File: src/rtl/cpu_types_pkg.sv
// Shared CPU type definitions: result-select codes, load types and
// the write-back control state encoding.
package cpu_types_pkg;

    localparam int WORD_W   = 32;
    localparam int REGSEL_W = 2;
    localparam int LDTYPE_W = 3;

    typedef logic [WORD_W-1:0] word_t;

    typedef enum logic [REGSEL_W-1:0] {
        ALUr  = 2'd0,
        DLoad = 2'd1,
        Jal   = 2'd2,
        Lui   = 2'd3
    } regsel_t;

    typedef enum logic [LDTYPE_W-1:0] {
        LW  = 3'd0,
        LH  = 3'd1,
        LHU = 3'd2,
        LB  = 3'd3,
        LBU = 3'd4
    } ldtype_t;

    typedef enum logic {
        RUN    = 1'b0,
        HALTED = 1'b1
    } wb_state_t;

endpackage

File: src/rtl/load_extend.sv
// Little-endian sub-word load extraction with sign/zero extension.
// Purely combinational; lane chosen by the low address bits.
module load_extend
    import cpu_types_pkg::*;
#(
    parameter int DATA_W = 32,
    localparam int LANE_AW = $clog2(DATA_W/8)
) (
    input  logic [DATA_W-1:0]   dmemload,
    input  logic [LDTYPE_W-1:0] ld_type,
    input  logic [LANE_AW-1:0]  addr_lo,
    output logic [DATA_W-1:0]   load_data
);

    logic [7:0]  byte_lane;
    logic [15:0] half_lane;

    // Pick the addressed lane, then extend according to the load type;
    // unknown load codes fall through to a full-word pass-through.
    always_comb begin
        byte_lane = 8'(dmemload >> {addr_lo, 3'b000});
        half_lane = 16'(dmemload >> {addr_lo[LANE_AW-1:1], 4'b0000});
        load_data = dmemload;
        case (ldtype_t'(ld_type))
            LB:      load_data = {{(DATA_W-8){byte_lane[7]}}, byte_lane};
            LBU:     load_data = {{(DATA_W-8){1'b0}}, byte_lane};
            LH:      load_data = {{(DATA_W-16){half_lane[15]}}, half_lane};
            LHU:     load_data = {{(DATA_W-16){1'b0}}, half_lane};
            default: load_data = dmemload;
        endcase
    end

endmodule

File: src/rtl/wb_stage_p.sv
// MEM/WB pipeline register and write-back unit: holds one slot, drives
// the register-file write port, tracks a sticky halt and counts retires.
module wb_stage_p
    import cpu_types_pkg::*;
#(
    parameter int DATA_W = 32,
    parameter int REG_AW = 5,
    parameter int CNT_W  = 32,
    localparam int LANE_AW = $clog2(DATA_W/8)
) (
    input  logic                 CLK,
    input  logic                 nRST,
    input  logic                 en,
    input  logic                 flush,
    input  logic                 in_valid,
    input  logic                 in_regWr,
    input  logic [REG_AW-1:0]    in_regDst,
    input  logic [REGSEL_W-1:0]  in_regSel,
    input  logic [LDTYPE_W-1:0]  in_ldType,
    input  logic [LANE_AW-1:0]   in_addrLo,
    input  logic [DATA_W-1:0]    in_nPC,
    input  logic [DATA_W-1:0]    in_ALUOut,
    input  logic [DATA_W-1:0]    in_lui,
    input  logic [DATA_W-1:0]    in_dmemload,
    input  logic                 in_halt,
    output logic                 WEN,
    output logic [REG_AW-1:0]    wsel,
    output logic [DATA_W-1:0]    wdat,
    output logic                 halt,
    output logic [CNT_W-1:0]     retired
);

    localparam logic [CNT_W-1:0] CNT_ONE = {{(CNT_W-1){1'b0}}, 1'b1};

    logic                slot_valid;
    logic                slot_reg_wr;
    logic [REG_AW-1:0]   slot_reg_dst;
    regsel_t             slot_reg_sel;
    logic [LDTYPE_W-1:0] slot_ld_type;
    logic [LANE_AW-1:0]  slot_addr_lo;
    logic [DATA_W-1:0]   slot_npc;
    logic [DATA_W-1:0]   slot_alu_out;
    logic [DATA_W-1:0]   slot_lui;
    logic [DATA_W-1:0]   slot_dmemload;
    logic                slot_halt;

    wb_state_t state, state_next;
    logic      halted;
    logic      count_en;
    logic [DATA_W-1:0] load_data;

    assign halted   = (state == HALTED);
    assign count_en = en & ~flush & ~halted & in_valid;

    // Slot register: flush beats the halt freeze, which beats capture.
    always_ff @(posedge CLK or negedge nRST) begin
        if (!nRST) begin
            slot_valid    <= 1'b0;
            slot_reg_wr   <= 1'b0;
            slot_reg_dst  <= '0;
            slot_reg_sel  <= ALUr;
            slot_ld_type  <= '0;
            slot_addr_lo  <= '0;
            slot_npc      <= '0;
            slot_alu_out  <= '0;
            slot_lui      <= '0;
            slot_dmemload <= '0;
            slot_halt     <= 1'b0;
        end else if (flush) begin
            slot_valid    <= 1'b0;
            slot_reg_wr   <= 1'b0;
            slot_reg_dst  <= '0;
            slot_reg_sel  <= ALUr;
            slot_ld_type  <= '0;
            slot_addr_lo  <= '0;
            slot_npc      <= '0;
            slot_alu_out  <= '0;
            slot_lui      <= '0;
            slot_dmemload <= '0;
            slot_halt     <= 1'b0;
        end else if (halted) begin
            slot_valid    <= slot_valid;
        end else if (en) begin
            slot_valid    <= in_valid;
            slot_reg_wr   <= in_regWr;
            slot_reg_dst  <= in_regDst;
            slot_reg_sel  <= regsel_t'(in_regSel);
            slot_ld_type  <= in_ldType;
            slot_addr_lo  <= in_addrLo;
            slot_npc      <= in_nPC;
            slot_alu_out  <= in_ALUOut;
            slot_lui      <= in_lui;
            slot_dmemload <= in_dmemload;
            slot_halt     <= in_halt;
        end
    end

    // Control state register; only reset leaves HALTED.
    always_ff @(posedge CLK or negedge nRST) begin
        if (!nRST) begin
            state <= RUN;
        end else begin
            state <= state_next;
        end
    end

    // Enter HALTED once a valid HALT has occupied the slot for a cycle.
    always_comb begin
        state_next = state;
        if (state == RUN && slot_valid && slot_halt) begin
            state_next = HALTED;
        end
    end

    // Saturating count of valid instructions accepted into the slot.
    always_ff @(posedge CLK or negedge nRST) begin
        if (!nRST) begin
            retired <= '0;
        end else if (count_en && (retired != {CNT_W{1'b1}})) begin
            retired <= retired + CNT_ONE;
        end
    end

    load_extend #(
        .DATA_W (DATA_W)
    ) u_load_extend (
        .dmemload  (slot_dmemload),
        .ld_type   (slot_ld_type),
        .addr_lo   (slot_addr_lo),
        .load_data (load_data)
    );

    // Write data is chosen from registered state only, so no in_* path.
    always_comb begin
        wdat = slot_alu_out;
        case (slot_reg_sel)
            ALUr:    wdat = slot_alu_out;
            DLoad:   wdat = load_data;
            Jal:     wdat = slot_npc;
            Lui:     wdat = slot_lui;
            default: wdat = slot_alu_out;
        endcase
    end

    assign WEN  = slot_valid & slot_reg_wr & (slot_reg_dst != '0) & ~halted;
    assign wsel = slot_reg_dst;
    assign halt = halted;

endmodule

File: config.mk
export PLATFORM = sky130hd
export DESIGN_NAME = wb_stage_p
export DESIGN_NICKNAME = d
export VERILOG_FILES = /design/src/rtl/cpu_types_pkg.sv /design/src/rtl/load_extend.sv /design/src/rtl/wb_stage_p.sv
export SDC_FILE = /design/constraint.sdc
export NUM_CORES = 1
export LEC_CHECK = 0
export CAP_MARGIN = 20
export CORE_MARGIN = 5
export CORE_UTILIZATION = 49
export CTS_CLUSTER_DIAMETER = 50
export DETAILED_ROUTE_END_ITERATION = 12
export GPL_TIMING_DRIVEN = 1
export PLACE_DENSITY = 0.8
export SLEW_MARGIN = 20
export SYNTH_ARGS = -nofsm -noshare
export SYNTH_HDL_FRONTEND = slang
export SYNTH_HIERARCHICAL = 1
export SYNTH_SLANG_ARGS = --single-unit
File: constraint.sdc
create_clock -name CLK -period 3.05 [get_ports CLK]
set_input_delay 0.4575 -clock CLK [delete_from_list [all_inputs] [get_ports CLK]]
set_output_delay 0.4575 -clock CLK [all_outputs]
set_load 0.01 [all_outputs]
==> results.py, run 1 <==
metrics = {
    "critical_path": {
        "cp-end-kind": "output pin",
        "worstPathMaxFanout": 4,
        "crit_arrival_ns": 2.70,
        "regToRegSetupSlack_ns": 0.94,
        "crit_required_ns": 2.59,
        "worstSetupPathType": "reg -> out",
        "crit_path_start_kind": "register",
    },
    "synth": {
        "syn-cell-area_um2": 8410,
        "yosys.area.top_type_share_pct": 52.4,
        "synth_edf_count": 0,
        "synth_cells": 686,
        "yosys-top-cells-count": "dfrtp_1 (176), a22o_1 (142), nand2_1 (63)",
        "synth.area.top_cells": "dfrtp_1 (52%), a22o_1 (15%), mux4_2 (8.8%)",
        "ys_ff_latch": 176,
        "seq_area_frac_synth_pct": 52.4,
        "yosysUniqueCellTypes": 54,
        "yosys.cell_count.top_type": "dfrtp_1",
        "synth_ff_type": "dfrtp_1",
        "yosysWarnings": 6,
        "avgSynthCellArea_um2": 12.3,
        "post-synth-top-area-cell": "dfrtp_1",
        "synth_fp_nets": 834,
        "synthArstFlopShare_pct": 100,
    },
    "place": {
        "numPortBuffers": 217,
        "pre_cts_slack_ns": 0.0364,
        "place_hpwl_mm": 16.7,
        "place.gp.congestion": 0.894,
        "dp_cells": 1088,
    },
    "grt": {
        "antenna_found_initial": 2,
        "grt_pass1_wl_mm": 40.0,
        "grt_max_degree": 143,
        "track_usage_pct": 25.6,
        "grt_pass1_vias": 7148,
        "overflow": 0,
    },
    "routing": {
        "drc": 0,
        "final_antenna_net_count": 0,
        "first_pass_iters": 5,
        "dr_total_vias": 6985,
        "drt_iter0_drc": 640,
        "wl_per_cell_um": 22.1,
        "via_per_inst": 6.11,
        "drt-total-wl_mm": 25.3,
    },
    "floorplanning": {
        "floorplan.rows": 47,
        "core_um2": 16700,
        "die_h_um": 141,
        "start_util_pct": 50.3,
        "dieArea_um2": 19900,
        "die_width_um": 141,
        "ioPinCount": 218,
    },
    "timing": {
        "hold_viol": 0,
        "period_share_pct": 104,
        "skew_ns": 0.0103,
        "drv_slew": 0,
        "relSlewSlack_pct": 52.6,
        "rsz0062_at_grt": "true",
        "period_needed_ns": 3.16,
        "tightest_slew_ns": 0.701,
        "maxClockFrequency_ghz": 0.317,
        "fin_ws_ns": -0.107,
        "finalSetupViolCount": 12,
    },
    "layout": {
        "instances_no_fill": 1144,
        "num-nets-final": 1057,
        "drive_gt1_share_pct": 17.9,
        "area_growth_pct": 38.9,
        "final_core_util_pct": 70.0,
    },
    "cts": {
        "clock_path_buffers": 2,
        "clock_sinks": 176,
        "clk_pin_slew_ns": 0.07,
        "cts_made_buffers": 17,
        "clock-root-buffer": "clkbuf_16",
        "cts_tree": "built",
        "worst_skew_pair.late_latency_ns": 0.43,
        "htreeDepth": 4,
    },
    "power": {
        "powerDensity_nw_per_um2": 592,
        "power_leakage_nw": 5.14,
        "worst_ir_drop_vdd_v": 0.000413,
    },
    "outcome": {
        "status": "complete, but fails checks",
        "violations": "setup timing",
    },
    "run": {
        "drv_cap": 0,
    },
    "min_path": {
        "hold_class": "in -> async",
    },
}
-- per-stage QoR --
step / setup TNS (ns) / power [W] / hold slack (ns) / area [µm²]
after floorplan: 0 / 0.00385 / 0.162 / 8410
after global placement: 0 / 0.00466 / 0.482 / 10800
after detailed placement: 0 / 0.00470 / 0.478 / 10800
after CTS: -1.27 / 0.00693 / 0.0285 / 11700
after global routing: -2.25 / 0.00724 / 0.0516 / 11700
final: -0.954 / 0.00692 / 0.0207 / 11700
-- kinds of logic (layout without fill, tap and decap cells) --
logic type / count (synthesis) / in the layout / synth area share (%)
other: 0 / 2 / 0
adder cells (fa/ha/maj): 8 / 8 / 0.982
multiplexers: 41 / 41 / 9.82
buffers and inverters: 70 / 304 / 3.69
AO/OA/AOI/OAI: 188 / 188 / 18.3
flip-flops: 176 / 176 / 52.4
AND/OR/NAND/NOR: 171 / 173 / 11.5
XOR/XNOR: 32 / 32 / 3.33
-- placed cells by master, fill, tap and decap left out, types with 7 or more instances in the layout --
cell type / instances
clkbuf_16: 17
nand3_1: 9
nor2_1: 12
o21ai_1: 7
inv_1: 14
maj3_1: 7
dfrtp_1: 170
clkdlybuf4s50_1: 184
xor2_1: 17
mux4_2: 33
o21ai_0: 9
buf_6: 15
nand2_1: 63
buf_4: 29
a22o_1: 142
nor3_1: 14
a21oi_1: 12
nand4_1: 32
a22oi_1: 7
xnor2_1: 14
buf_2: 7
-- power by group --
group	total (W)	leakage (nW)	internal [W]	switching (W)
registers	0.00293	2.37	0.00264	0.000285
clock network	0.00217	0.276	0.00124	0.000927
logic	0.00183	2.49	0.000950	0.000876
total	0.00692	5.14	0.00483	0.00209
-- per-layer routing --
metal | global-route usage (%) | share of wire (%)
met4 | 9.64 | 3.3
met5 | 0 | 0.051
met3 | 6.64 | 8.9
met2 | 38.3 | 46
met1 | 36.3 | 42
-- worst max-delay path: stages, from the launching register on --
cell	delay, ns
dfrtp_2	0.41
mux4_2	0.58
nor4bb_4	0.33
buf_4	0.19
buf_4	0.11
nor3_1	0.05
mux4_2	0.44
buf_2	0.15
-- final timing paths --
kind,endpoint,from,depth (start not counted)
max,wdat[8],slot_addr_lo[1],7
min,slot_alu_out[0],nRST,1
max reg2reg,retired[1],retired[0],6
min reg2reg,halt,slot_halt,2
max in group asynchronous,slot_alu_out[25],nRST,2
min in group CLK,halt,slot_halt,2
-- layout make-up --
class                      count  area, µm²
inverter                      14       52.6
multi-input combinational    442       3810
clock inverter                11        130
timing repair buffer         258       2540
sequential                   176       4420
clock buffer                  21        450
antenna                        2       5.00
tap                          220        275
fill                        1206       5020
-- sequential cells by signal (all words and copies together), names as in the netlist, 3 cells and up --
name and count:
retired 32, slot_ld_type 3, wsel 5, slot_npc 32, slot_lui 32, slot_alu_out 32
slot_dmemload 32
-- repair_timing --
item	CTS	global route
endpoints found under the setup margin	32	27
hold buffers	0	0
gates cloned	3	0
buffers inserted	15	5
pin swaps	5	5
resized for setup	111	31
Power figures use the tool's default switching activity.
==> run 2: changes to the inputs <==
==> constraint.sdc (replaced) <==
create_clock -name CLK -period 3.45 [get_ports CLK]
set_input_delay 0.5175 -clock CLK [delete_from_list [all_inputs] [get_ports CLK]]
set_output_delay 0.5175 -clock CLK [all_outputs]
set_load 0.01 [all_outputs]
==> run 2 against run 1 <==
The run now ends clean. Hold slack better by 0.082 ns. Sequential share of layout area up 0.12 points. Cell count down 1.2%. Register-to-register slack better by 0.32 ns. Clock power about the same. Critical path depth down 1. Final area down 0.42%. Sequential power down 11%.
==> results.py, run 2 (same netlist as run 1, synthesis figures left out) <==
metrics = {
    "grt": {
        "overflow": 0,
        "grt_max_degree": 143,
        "track_usage_pct": 24.9,
        "grt_pass1_wl_mm": 38.9,
        "antenna_found_initial": 3,
        "grt_pass1_vias": 6962,
    },
    "floorplanning": {
        "core_um2": 16700,
        "die_h_um": 141,
        "ioPinCount": 218,
        "die_width_um": 141,
        "floorplan.rows": 47,
        "dieArea_um2": 19900,
        "start_util_pct": 50.3,
    },
    "place": {
        "place_hpwl_mm": 17.2,
        "pre_cts_slack_ns": 0.330,
        "dpl_cell_area_um2": 10800,
        "numPortBuffers": 217,
        "place.gp.congestion": 0.909,
    },
    "timing": {
        "relSlewSlack_pct": 47.7,
        "skew_ns": 0.00997,
        "hold_viol": 0,
        "drv_slew": 0,
        "hold_slack_ns": 0.103,
        "period_needed_ns": 3.43,
        "rsz0062_at_grt": "true",
        "maxClockFrequency_ghz": 0.291,
        "fin_ws_ns": 0.0156,
        "finalSetupViolCount": 0,
        "tightest_slew_ns": 0.783,
        "period_share_pct": 99.5,
    },
    "critical_path": {
        "worstSetupPathType": "reg -> out",
        "crit_arrival_ns": 2.92,
        "worstPathMaxFanout": 9,
        "crit_path_start_kind": "register",
        "cp-end-kind": "output pin",
        "r2r_cells": 6,
        "crit_required_ns": 2.93,
    },
    "power": {
        "power_w": 0.00632,
        "worst_ir_drop_vdd_v": 0.000399,
        "power_leakage_nw": 5.06,
        "powerDensity_nw_per_um2": 543,
    },
    "layout": {
        "area_growth_pct": 38.4,
        "final_common_cell": "clkdlybuf4s50_1",
        "drive_gt1_share_pct": 14.0,
        "num-nets-final": 1041,
        "final_core_util_pct": 69.7,
        "multiInputGateArea_um2": 3770,
        "fin_area_um2": 11600,
        "final_cell_mix": "clkdlybuf4s50_1 (206), dfrtp_1 (170), a22o_1 (142)",
        "fillers": 1206,
        "ff_latch_area_um2": 4410,
    },
    "routing": {
        "drc": 0,
        "first_pass_iters": 5,
        "drt-total-wl_mm": 24.7,
        "via_per_inst": 5.99,
        "drt_iter0_drc": 613,
        "final_antenna_net_count": 0,
        "dr_total_vias": 6767,
        "wl_per_cell_um": 21.9,
    },
    "cts": {
        "htreeDepth": 4,
        "clock_path_buffers": 2,
        "cts_made_buffers": 17,
        "clock-root-buffer": "clkbuf_16",
        "worst_skew_pair.late_latency_ns": 0.43,
        "cts_tree": "built",
        "clk_pin_slew_ns": 0.07,
        "clock_sinks": 176,
    },
    "outcome": {
        "status": "complete, no violations",
    },
    "min_path": {
        "hold_class": "in -> async",
    },
    "run": {
        "drv_cap": 0,
    },
}
-- run 2: changes by cell type in the layout (fill, tap and decap cells not counted), sizes merged, moves of 2 or more --
cell and change:
bufinv +3, clkbuf -9, dlymetal6s2s +4, clkdlybuf4s15 -5, diode +2, buf -30
clkdlybuf4s50 +22
-- run 2: area by class of cell --
cell class,instances,area share (%)
multi-input combinational,441,32.4
clock buffer,18,3.69
clock inverter,14,1.94
sequential,176,37.9
inverter,14,0.484
timing repair buffer,243,21.1
tap,220,2.37
antenna,4,0.0860
-- run 2: final timing paths --
check / end / start / slack (ns)
setup / recovery: wdat[27] / slot_addr_lo[1] / 0.02
hold / removal: slot_lui[3] / nRST / 0.10
setup reg to reg: retired[11] / retired[0] / 1.26
hold reg to reg: halt / slot_halt / 0.49
max in group asynchronous: retired[16] / nRST / 2.48
min in group CLK: halt / slot_halt / 0.49
-- run 2: critical path, stage by stage, from the launching register on --
cell	delay, ns
dfrtp_1	0.42
mux4_2	0.57
buf_4	0.19
nand4_4	0.16
nand4_1	0.16
mux4_2	0.50
clkdlybuf4s50_1	0.50
-- run 2: repair_timing --
action	CTS	global route
hold buffers	0	0
setup buffers	1	5
setup endpoints to repair	21	27
cloned	0	1
pin swaps	0	1
resized for setup	12	14
-- run 2: power breakdown --
group	internal [W]	switching [W]
Sequential	0.00233	0.000266
Clock	0.00130	0.000851
Combinational	0.000841	0.000733
Total	0.00447	0.00185
-- run 2: per-layer routing --
metal,part of all wire (%),up-vias,global-route usage [%]
met5,0.053,-,0
met2,47,297,37.4
met1,43,3370,34.4
met4,2.7,2,9.38
li1,-,3057,-
met3,8.1,41,7.38
-- run 2: stage by stage --
step / cells / setup TNS [ns]
finish: 1130 / 0
global route: 1128 / -0.128
CTS: 1120 / 0
detailed placement: 1087 / 0
global placement: 1087 / 0
floorplan: 686 / 0
